## src/rtl/uart_rx_pkg.sv

```systemverilog
// Shared types and constants for the UART receiver control path.
package uart_rx_pkg;

   // Receiver FSM states.
   typedef enum logic [2:0] {
      IDLE   = 3'd0,
      START  = 3'd1,
      DATA   = 3'd2,
      PARITY = 3'd3,
      STOP   = 3'd4
   } rx_state_e;

   localparam int DATA_WIDTH_DEF = 8;
   localparam int BIT_CNT_W      = 3;

   // Supported oversampling ratios (clocks per bit).
   localparam int PRESCALE_8  = 8;
   localparam int PRESCALE_16 = 16;
   localparam int PRESCALE_32 = 32;

endpackage

```

## src/rtl/uart_rx_edge_bit_cnt.sv

```systemverilog
// Bit-period pacing: edge counter within a bit and data-bit counter.
module uart_rx_edge_bit_cnt
   import uart_rx_pkg::*;
#(
   parameter int DATA_WIDTH = DATA_WIDTH_DEF,
   parameter int PRESCALE_W = 6
) (
   input  logic                  clk_i,
   input  logic                  rst_n_i,
   input  logic                  en_i,
   input  logic                  clr_i,
   input  logic                  bit_inc_i,
   input  logic [PRESCALE_W-1:0] p_i,
   output logic                  last_edge_o,
   output logic                  strobe_edge_o,
   output logic                  last_bit_o
);

   logic [PRESCALE_W-1:0] edge_cnt_q;
   logic [BIT_CNT_W-1:0]  bit_cnt_q;

   assign last_edge_o   = (edge_cnt_q == p_i - PRESCALE_W'(1));
   // One cycle ahead of the strobe point so the registered strobe lands on P-2.
   assign strobe_edge_o = (edge_cnt_q == p_i - PRESCALE_W'(3));
   assign last_bit_o    = (bit_cnt_q == BIT_CNT_W'(DATA_WIDTH - 1));

   // Edge counter: 0..P-1, wraps on every bit boundary.
   always_ff @(posedge clk_i) begin
      if (!rst_n_i || clr_i)  edge_cnt_q <= '0;
      else if (en_i) begin
         if (last_edge_o)     edge_cnt_q <= '0;
         else                 edge_cnt_q <= edge_cnt_q + PRESCALE_W'(1);
      end
   end

   // Data-bit counter: advances at the end of each data bit, wraps after the last.
   always_ff @(posedge clk_i) begin
      if (!rst_n_i || clr_i)  bit_cnt_q <= '0;
      else if (bit_inc_i) begin
         if (last_bit_o)      bit_cnt_q <= '0;
         else                 bit_cnt_q <= bit_cnt_q + BIT_CNT_W'(1);
      end
   end

endmodule

```

## src/rtl/uart_rx_fsm.sv

```systemverilog
// UART receiver sequencer: frame detection, checker strobes, result pulses.
module uart_rx_fsm
   import uart_rx_pkg::*;
#(
   parameter int DATA_WIDTH = DATA_WIDTH_DEF,
   parameter int PRESCALE_W = 6
) (
   input  logic                  uart_rx_fsm_clk,
   input  logic                  uart_rx_fsm_rst,
   input  logic                  rx_in,
   input  logic                  par_en,
   input  logic [PRESCALE_W-1:0] prescale,
   input  logic                  strt_glitch,
   input  logic                  par_err,
   input  logic                  stp_err,
   output logic                  dat_samp_en,
   output logic                  strt_chk_en,
   output logic                  deser_en,
   output logic                  par_chk_en,
   output logic                  stp_chk_en,
   output logic                  data_valid,
   output logic                  frame_err,
   output logic                  parity_err
);

   rx_state_e             state_q;
   logic [PRESCALE_W-1:0] p_q;
   logic                  par_q, par_err_q;
   logic                  dat_samp_q, strt_chk_q, deser_q, par_chk_q, stp_chk_q;
   logic                  data_valid_q, frame_err_q, parity_err_q;
   logic                  last_edge, strobe_edge, last_bit;

   uart_rx_edge_bit_cnt #(
      .DATA_WIDTH (DATA_WIDTH),
      .PRESCALE_W (PRESCALE_W)
   ) u_cnt (
      .clk_i         (uart_rx_fsm_clk),
      .rst_n_i       (uart_rx_fsm_rst),
      .en_i          (state_q != IDLE),
      .clr_i         (state_q == IDLE),
      .bit_inc_i     ((state_q == DATA) && last_edge),
      .p_i           (p_q),
      .last_edge_o   (last_edge),
      .strobe_edge_o (strobe_edge),
      .last_bit_o    (last_bit)
   );

   // State register, frame-start latches and all registered outputs.
   always_ff @(posedge uart_rx_fsm_clk) begin
      if (!uart_rx_fsm_rst) begin
         state_q      <= IDLE;
         p_q          <= PRESCALE_W'(PRESCALE_8);
         par_q        <= 1'b0;
         par_err_q    <= 1'b0;
         dat_samp_q   <= 1'b0;
         strt_chk_q   <= 1'b0;
         deser_q      <= 1'b0;
         par_chk_q    <= 1'b0;
         stp_chk_q    <= 1'b0;
         data_valid_q <= 1'b0;
         frame_err_q  <= 1'b0;
         parity_err_q <= 1'b0;
      end else begin
         strt_chk_q   <= 1'b0;
         deser_q      <= 1'b0;
         par_chk_q    <= 1'b0;
         stp_chk_q    <= 1'b0;
         data_valid_q <= 1'b0;
         frame_err_q  <= 1'b0;
         parity_err_q <= 1'b0;
         case (state_q)
            IDLE: begin
               if (!rx_in) begin
                  state_q    <= START;
                  p_q        <= prescale;
                  par_q      <= par_en;
                  par_err_q  <= 1'b0;
                  dat_samp_q <= 1'b1;
               end
            end
            START: begin
               strt_chk_q <= strobe_edge;
               if (last_edge) begin
                  if (strt_glitch) begin
                     state_q    <= IDLE;
                     dat_samp_q <= 1'b0;
                  end else begin
                     state_q    <= DATA;
                  end
               end
            end
            DATA: begin
               deser_q <= strobe_edge;
               if (last_edge && last_bit) state_q <= par_q ? PARITY : STOP;
            end
            PARITY: begin
               par_chk_q <= strobe_edge;
               if (last_edge) begin
                  par_err_q <= par_err;
                  state_q   <= STOP;
               end
            end
            STOP: begin
               stp_chk_q <= strobe_edge;
               // stp_err is only trusted here; the checker holds a stale flag otherwise.
               if (last_edge) begin
                  data_valid_q <= !stp_err && !par_err_q;
                  frame_err_q  <= stp_err;
                  parity_err_q <= par_err_q;
                  state_q      <= IDLE;
                  dat_samp_q   <= 1'b0;
               end
            end
            default: begin
               state_q    <= IDLE;
               dat_samp_q <= 1'b0;
            end
         endcase
      end
   end

   assign dat_samp_en = dat_samp_q;
   assign strt_chk_en = strt_chk_q;
   assign deser_en    = deser_q;
   assign par_chk_en  = par_chk_q;
   assign stp_chk_en  = stp_chk_q;
   assign data_valid  = data_valid_q;
   assign frame_err   = frame_err_q;
   assign parity_err  = parity_err_q;

endmodule

```

## config.mk

```make
export PLATFORM = sky130hd
export DESIGN_NAME = uart_rx_fsm
export DESIGN_NICKNAME = d
export VERILOG_FILES = /design/src/rtl/uart_rx_pkg.sv /design/src/rtl/uart_rx_edge_bit_cnt.sv /design/src/rtl/uart_rx_fsm.sv
export SDC_FILE = /design/constraint.sdc
export NUM_CORES = 1
export LEC_CHECK = 0
export ABC_CLOCK_PERIOD_IN_PS = 3280
export CAP_MARGIN = 0
export CORE_MARGIN = 5
export CORE_UTILIZATION = 57
export DETAILED_ROUTE_END_ITERATION = 10
export GPL_TIMING_DRIVEN = 0
export PLACE_DENSITY = 0.88
export SLEW_MARGIN = 20
export SYNTH_ARGS = -nofsm -noshare
export SYNTH_HDL_FRONTEND = slang
export SYNTH_SLANG_ARGS = --single-unit
```

## constraint.sdc

```tcl
create_clock -name uart_rx_fsm_clk -period 3.28 [get_ports uart_rx_fsm_clk]
set_clock_uncertainty 0.1 [all_clocks]
set_input_delay 0.82 -clock uart_rx_fsm_clk [delete_from_list [all_inputs] [get_ports uart_rx_fsm_clk]]
set_output_delay 0.82 -clock uart_rx_fsm_clk [all_outputs]
set_load 0.02 [all_outputs]
```

After elaboration in Yosys (flattened, before gate mapping)
Cells that the tools add are included.
- register bits: 28
- logic and storage cells: 71
- bits of input ports: 13
- output and inout port bits: 8
- $add $sub $neg: 4
- equal/unequal tests: 13
- bitwise logic cells: 2
- multiplexer cells: 18
- reduce and logical (&&, ||, !) cells: 20
- operators by type and width (cell ; count):
    $mux 3 ; 7
    $pmux 3 s5 ; 1
    $eq 6x6->1 ; 2
    $ne 2x2->1 const B ; 5
    $reduce_and 2->1 ; 5
    $reduce_and 5->1 ; 2
    $add 6x1->6 const B ; 1
    $eq 3x2->1 const B ; 2
    $eq 3x3->1 const B ; 2
    $mux 1 ; 6
    $mux 6 ; 1
    $reduce_and 3->1 ; 2
    $sub 6x1->6 const B ; 1
    $sub 6x2->6 const B ; 1
    $pmux 1 s4 ; 1
    $add 3x1->3 const B ; 1
    $eq 3x1->1 const B ; 1
    $logic_and 1x1->1 ; 3
    $logic_not 1->1 ; 3
    $logic_not 3->1 ; 1
    $reduce_bool 3->1 ; 1
    $mux 2 ; 1
    $ne 2x1->1 const B ; 1
    $not 1->1 ; 2
    4 further kinds ; 4

Longest topological paths before layout
Gate-level depths: netlist of run 1.
- depth after elaboration: 5
- gate-level depth with buffers: 9
- gate-level depth less buffers: 7

Hierarchy
A second synthesis of run 1 with hierarchy kept.
- cell total of the unflattened synthesis: 169
- area, all modules: 1580.3 um^2
- modules (own cells, without submodules) (module ; sequential area each (um^2) ; times used ; cells an instance ; area an instance (um^2)):
    uart_rx_fsm ; 380.4 ; 1 ; 86 ; 829.5
    uart_rx_edge_bit_cnt ; 180.2 ; 1 ; 83 ; 750.7

Least setup slack after synthesis of run 1
OpenSTA, ideal clock, no wires.
- path kind: flip-flop to flip-flop
- start: reg p_q[2]
- end: reg state_q[1]
- period minus slack after synthesis: 2226 ps
- path slack: 1054 ps
- cell stages (with the launch flop): 7
- data arrival time: 2007 ps
- data required time: 3061 ps
- path through: dfxtp_1 -> buf_6 -> or3_4 -> or4_4 -> a2111oi_2 -> a21oi_1 -> o221a_1
- cells in the longest elaborated chain, start to end: 5
- elaborated cells between the ends (all ways): 8
- ends and longest elaborated chain (element ; line ; RTL):
    start, declared ; uart_rx_fsm.sv:27 ; logic [PRESCALE_W-1:0] p_q;
    start signal, assigned ; uart_rx_fsm.sv:52 ; p_q <= PRESCALE_W'(PRESCALE_8);
    start signal, assigned ; uart_rx_fsm.sv:75 ; p_q <= prescale;
    $sub 6x1->6 * ; uart_rx_edge_bit_cnt.sv:22 ; assign last_edge_o = (edge_cnt_q == p_i - PRESCALE_W'(1));
    $eq 6x6->1 * ; uart_rx_edge_bit_cnt.sv:22 ;
    $logic_and 1x1->1 ; uart_rx_fsm.sv:94 ; if (last_edge && last_bit) state_q <= par_q ? PARITY : STOP;
    $ne 2x1->1 (no source line) ; -- ;
    $reduce_and 5->1 (no source line) * ; -- ;
    end signal, assigned ; uart_rx_fsm.sv:94 ;
    end, declared ; uart_rx_fsm.sv:26 ; rx_state_e state_q;
Every way passes the cells marked *; elsewhere a longest branch is shown, timed or not.
A chain may end at the register's enable or synchronous reset.

Worst setup path in the final report of run 1
- start: reg p_q[0]
- end: reg state_q[1]
Same word-level chain as after synthesis.

==> impl_metrics.py, run 1 <==
metrics = {
    "yosys": {
        "syn-cell-area_mm2": 0.00148,
        "synth-edff-count": 0,
        "synth_fp_nets": 190,
        "synth.avg_cell_area_um2": 8.60,
        "netlist_instances": 172,
        "synthFlopType": "dfxtp_1",
        "yosys_warnings": 0,
        "synth_seq_area_share_pct": 37.9,
        "synthArstFlopShare_pct": 0,
        "ys_ff_latch": 28,
        "yosys.area.top_type": "dfxtp_1",
        "synthTopCellsByArea": "dfxtp_1 (38%), nand2_1 (7.4%), mux2i_1 (4.7%), xnor2_1 (4.7%), xor2_1 (4.7%)",
        "synth.distinct_cells": 43,
        "yosysTopAreaCellShare_pct": 37.9,
    },
    "drt": {
        "totalWireLength_um": 3330,
        "drtIter0Drc": 44,
        "via_count": 1334,
        "drcViolationCount": 0,
        "first_pass_iters": 4,
        "wire_per_inst_um": 14.7,
        "ant_nets": 0,
        "via_per_inst": 5.90,
    },
    "worst_setup_path": {
        "crit_buf_inv": 2,
        "cp.depth": 8,
        "critical_path.startpoint_type": "flip-flop",
        "worstPathCellList": "clkbuf_1 > inv_1 > ha_1 > xnor2_1 > a21o_1 > o22ai_1 > a21oi_1 > o221a_1",
        "cpPeakStageDelay_ns": 0.36,
        "critPathCaptureType": "flip-flop",
        "slowest_stage": "dfxtp_1",
        "crit_required_ns": 3.43,
        "crit_arrival_ns": 2.62,
        "critPathMaxFanout": 8,
        "crit_type": "flip-flop to flip-flop",
        "cp_top_family": "compound AO/OA/AOI/OAI gates",
        "reg2regPathDepth": 8,
    },
    "hold_path": {
        "hold_class": "flip-flop to flip-flop",
        "min_path_cells": 1,
    },
    "clock_tree": {
        "post-cts-setup-buffers": 0,
        "insertion_delay_ns": 0.34,
        "root_buffer": "clkbuf_4",
        "cts_sinks": 28,
        "ctsHtreeMaxLevel": 1,
        "clk_pin_slew_ns": 0.15,
        "cts_tree": "done",
        "cts_resized": 0,
        "cts_hold_buf": 0,
        "cts_buffer_depth": 2,
        "cts_made_buffers": 3,
    },
    "grt": {
        "grt_pass1_wl_um": 5540,
        "gr-usage-all-layers_pct": 20.2,
        "grt_max_degree": 16,
        "grtUsageMet1_pct": 25.1,
        "met3_usage_pct": 3.19,
        "grt_overflow": 0,
        "grt_pass1_vias": 1233,
        "met2_usage_pct": 35.1,
        "antenna_found_initial": 0,
        "busiest_layer": "met2",
    },
    "sta": {
        "rsz0062_at_grt": "false",
        "hold_viol_final": 0,
        "post-route-period-util_pct": 75.3,
        "worst_slack_ns": 0.812,
        "setup_viol": 0,
        "setup_tns_ns": 0,
        "fmax_mhz": 405,
        "timing.hold.ws_ns": 0.370,
        "fin_crit_ns": 2.47,
        "drv_slew": 0,
        "tightest_slew_ns": 0.607,
        "max_slew_margin_pct": 59.4,
    },
    "place": {
        "place.gp.congestion": 0.842,
        "dpl_cell_area_mm2": 0.00172,
        "io_buffer_count": 20,
        "dp.final_hpwl_um": 2460,
        "pre_cts_ws_ns": 0.620,
    },
    "outcome": {
        "status": "finished clean",
    },
    "floorplan": {
        "initial_core_util_pct": 59.7,
        "rows": 18,
        "die_w_um": 60.9,
        "dieArea_mm2": 0.00371,
        "io-pin-count": 21,
        "die_y_um": 60.9,
        "core_area_mm2": 0.00248,
    },
    "final_layout": {
        "ff_latch_area_um2": 561,
        "fillers": 211,
        "nNetsFinal": 215,
        "final_area_mm2": 0.00175,
        "multi_input_area_um2": 846,
        "syn2layout_area_growth_pct": 18.5,
        "n_antenna_cell": 0,
        "final_util_pct": 70.8,
        "layout-drive-gt1-share_pct": 7.14,
    },
    "pwr": {
        "power_leakage_uw": 0.000690,
        "ir_drop_mv": 0.474,
        "powerDensity_mw_per_mm2": 614,
    },
    "run": {
        "max-cap-violations": 0,
    },
}
where the power goes:
group | leakage [µW] | total [µW] | internal (µW) | switching [µW]
Combinational | 0.000441 | 484 | 190 | 294
Clock | 0.0000210 | 174 | 68.2 | 106
Sequential | 0.000228 | 419 | 386 | 33.1
Total | 0.000690 | 1080 | 644 | 433
cell families after synthesis:
family          count (synthesis)  synth area share, %
compound gates                 29                 14.0
xor+xnor                       16                 9.48
fa+ha+maj                       5                 4.23
buf+inv                        16                 4.91
flops                          28                 37.9
mux                             7                 4.74
simple gates                   71                 24.7
cells in the mapped netlist, drive strengths merged (3+ instances only):
| library cell | number |
|---|---|
| nand2 | 29 |
| dfxtp | 28 |
| a21oi | 11 |
| clkbuf | 9 |
| nor2 | 8 |
| nor3 | 8 |
| xnor2 | 8 |
| xor2 | 8 |
| mux2i | 7 |
| ha | 5 |
| a31oi | 4 |
| inv | 4 |
| nand3 | 4 |
| or3 | 4 |
| nand2b | 3 |
final cells by class:
class / instances / share of cell area (%)
inverter: 5 / 1.07
multi-input combinational: 128 / 48.3
timing repair buffer: 20 / 11.4
buffer: 11 / 3.07
tap: 30 / 2.14
sequential: 28 / 32.0
clock buffer: 4 / 2.07
per-layer routing:
metal / wire length, µm / vias up
met5: 0 / -
li1: - / 650
met3: 182 / 5
met1: 1420 / 634
met4: 47 / 0
met2: 1680 / 45
sequential cells by signal, indices dropped and copies added (netlist names), 3 cells and up:
signal,cells
u_cnt.edge_cnt_q,6
u_cnt.bit_cnt_q,3
state_q,3
p_q,6
final timing paths:
check | to | slack (ns) | start
worst min register to register | data_valid | 0.37 | par_err_q
worst max-delay path | state_q[1] | 0.81 | p_q[0]
worst min-delay path | data_valid | 0.37 | par_err_q
worst max register to register | state_q[1] | 0.81 | p_q[0]
cells in the final DEF, fill, tap and decap left out, types with 2 or more instances in the layout:
cell and count:
clkbuf_4 3, nand2_1 29, a21boi_0 2, nand3b_1 2, clkdlybuf4s50_1 20, and3_1 2, nor2_1 8, nor3b_1 2
a31oi_1 4, ha_1 5, a21oi_1 11, clkbuf_1 8, xnor2_1 8, mux2i_1 7, inv_1 4, dfxtp_1 28
nor3_1 8, nand3_1 4, nand4_1 2, or3_1 3, xor2_1 8, nand2b_1 3, and4_1 2
through the flow:
stage / power (µW) / cells
floorplan: 784 / 172
global placement: 874 / 222
detailed placement: 898 / 222
CTS: 1070 / 226
global route: 1150 / 226
finish: 1080 / 226
Note: power is estimated with default switching activity, not from simulation.
==> inputs of run 2 (changes only) <==
--- a/config.mk
+++ b/config.mk
@@ -5,13 +5,13 @@
 export SDC_FILE = /design/constraint.sdc
 export NUM_CORES = 1
 export LEC_CHECK = 0
-export ABC_CLOCK_PERIOD_IN_PS = 3280
+export ABC_CLOCK_PERIOD_IN_PS = 2400
 export CAP_MARGIN = 0
 export CORE_MARGIN = 5
-export CORE_UTILIZATION = 57
+export CORE_UTILIZATION = 53
 export DETAILED_ROUTE_END_ITERATION = 10
 export GPL_TIMING_DRIVEN = 0
-export PLACE_DENSITY = 0.88
+export PLACE_DENSITY = 0.83
 export SLEW_MARGIN = 20
 export SYNTH_ARGS = -nofsm -noshare
 export SYNTH_HDL_FRONTEND = slang
==> constraint.sdc (replaced) <==
create_clock -name uart_rx_fsm_clk -period 2.4 [get_ports uart_rx_fsm_clk]
set_clock_uncertainty 0.1 [all_clocks]
set_input_delay 0.6 -clock uart_rx_fsm_clk [delete_from_list [all_inputs] [get_ports uart_rx_fsm_clk]]
set_output_delay 0.6 -clock uart_rx_fsm_clk [all_outputs]
set_load 0.02 [all_outputs]
==> impl_metrics.py, run 2 (same netlist as run 1, synthesis figures left out) <==
metrics = {
    "drt": {
        "ant_nets": 0,
        "via_per_inst": 5.71,
        "drtIter0Drc": 45,
        "drcViolationCount": 0,
        "wire_per_inst_um": 14.2,
        "via_count": 1297,
        "totalWireLength_um": 3220,
        "first_pass_iters": 4,
    },
    "pwr": {
        "p_total_uw": 1480,
        "powerDensity_mw_per_mm2": 830,
        "power_leakage_uw": 0.000696,
        "ir_drop_mv": 0.602,
    },
    "sta": {
        "fmax_mhz": 424,
        "rsz0062_at_grt": "true",
        "drv_slew": 0,
        "max_slew_margin_pct": 61.2,
        "tightest_slew_ns": 0.580,
        "hold_viol_final": 0,
        "setup_tns_ns": 0,
        "setup_viol": 0,
        "fin_crit_ns": 2.36,
        "post-route-period-util_pct": 98.2,
    },
    "grt": {
        "grt_pass1_vias": 1280,
        "gr-usage-all-layers_pct": 16.5,
        "grt_pass1_wl_um": 5480,
        "antenna_found_initial": 0,
        "grt_overflow": 0,
        "grt_max_degree": 16,
    },
    "worst_setup_path": {
        "r2r-start": "p_q[3]",
        "critPathCaptureType": "flip-flop",
        "cpPeakStageDelay_ns": 0.45,
        "critical_path.startpoint_type": "flip-flop",
        "reg2regPathDepth": 6,
        "crit_arrival_ns": 2.49,
        "r2r-end": "state_q[1]",
        "critPathMaxFanout": 7,
        "slowest_stage": "or4_4",
        "worst-r2r-setup-slack_ns": 0.04,
        "crit_required_ns": 2.53,
        "worstPathCellList": "clkbuf_2 > or3_4 > or4_4 > a2111oi_2 > a21oi_2 > o221a_1",
        "crit_type": "flip-flop to flip-flop",
    },
    "place": {
        "dp_cells": 223,
        "place.gp.congestion": 0.847,
        "io_buffer_count": 20,
        "dp.final_hpwl_um": 2460,
    },
    "hold_path": {
        "holdPathEnd": "u_cnt.bit_cnt_q[1]",
        "hold_class": "flip-flop to flip-flop",
        "hp-start": "u_cnt.bit_cnt_q[1]",
        "min_path_cells": 2,
    },
    "clock_tree": {
        "cts_made_buffers": 3,
        "cts_tree": "done",
        "cts_sinks": 28,
        "post-cts-setup-buffers": 0,
        "clk_pin_slew_ns": 0.15,
        "cts_hold_buf": 0,
        "cts_buffer_depth": 2,
        "ctsHtreeMaxLevel": 1,
        "insertion_delay_ns": 0.33,
        "root_buffer": "clkbuf_4",
    },
    "floorplan": {
        "io-pin-count": 21,
        "core_area_mm2": 0.00271,
        "dieArea_mm2": 0.00395,
        "initial_core_util_pct": 54.6,
        "die_w_um": 62.8,
        "rows": 19,
        "die_y_um": 62.8,
    },
    "final_layout": {
        "final_common_cell": "nand2_1",
        "mostFrequentLayoutCells": "nand2_1 (29), dfxtp_1 (28), clkdlybuf4s50_1 (20)",
        "nNetsFinal": 215,
        "fillers": 243,
        "syn2layout_area_growth_pct": 20.7,
        "instances_no_fill": 227,
        "layout-drive-gt1-share_pct": 8.67,
        "top_regs": "p_q: 6 flops, u_cnt.edge_cnt_q: 6 flops",
        "n_antenna_cell": 0,
    },
    "outcome": {
        "status": "finished clean",
    },
    "run": {
        "max-cap-violations": 0,
    },
}
[run 2: cell counts in the layout (fill, tap and decap cells not counted)]
Identical to the previous run, type by type.
[run 2: cell type report]
type,count,area (µm²),share of cell area [%]
well taps,31,38.8,2.17
flip-flops and latches,28,561,31.4
repair buffers,20,200,11.2
plain buffers,11,58.8,3.29
multi-input cells,128,872,48.8
clock buffers,4,36.3,2.03
inverters,5,18.8,1.05
[run 2: layer usage]
metal  vias up  part of all wire (%)  GRT usage (%)
li1        650                     -              -
met1       615                    44           19.6
met2        26                    51           30.1
met3         6                   4.0           2.52
met4         0                   1.2           5.31
met5         -                     0              0
[run 2: worst max path at each step]
stage	from	end	slack [ns]	cells after the start
after floorplan	p_q[2]	state_q[1]	0.17	6
after global placement	rx_in	state_q[2]	0.04	6
after detailed placement	rx_in	state_q[2]	-0.009	6
after CTS	p_q[0]	data_valid	0.01	9
after global routing	p_q[3]	state_q[1]	-0.01	6
final	p_q[3]	state_q[1]	0.04	6
[run 2: through the flow]
stage	setup WS [ns]	cell area [µm²]	utilization, %	hold WS (ns)
after CTS	0.0122	1750	64.7	0.377
after floorplan	0.174	1480	-	0.325
after global placement	0.0440	1720	63.4	0.340
after global routing	-0.0147	1790	65.9	0.420
final	0.0430	1790	65.9	0.396
after detailed placement	-0.00880	1720	63.4	0.357
[run 2: critical path, delay by kind of cell (launching register included)]
family,cells,cell delay (ns)
simple gates,2,0.84
compound gates,3,0.83
flops,1,0.33
buf+inv,1,0.15
[run 2: what timing repair did]
action / 4_1_cts / 5_1_grt
endpoints found under the setup margin: 0 / 15
hold endpoints to repair: 0 / 0
resized for setup: 0 / 7
[run 2: power breakdown]
part	internal [µW]	switching [µW]	leakage, µW
logic	268	413	0.000447
clock network	92.8	138	0.0000210
registers	527	43.0	0.000228
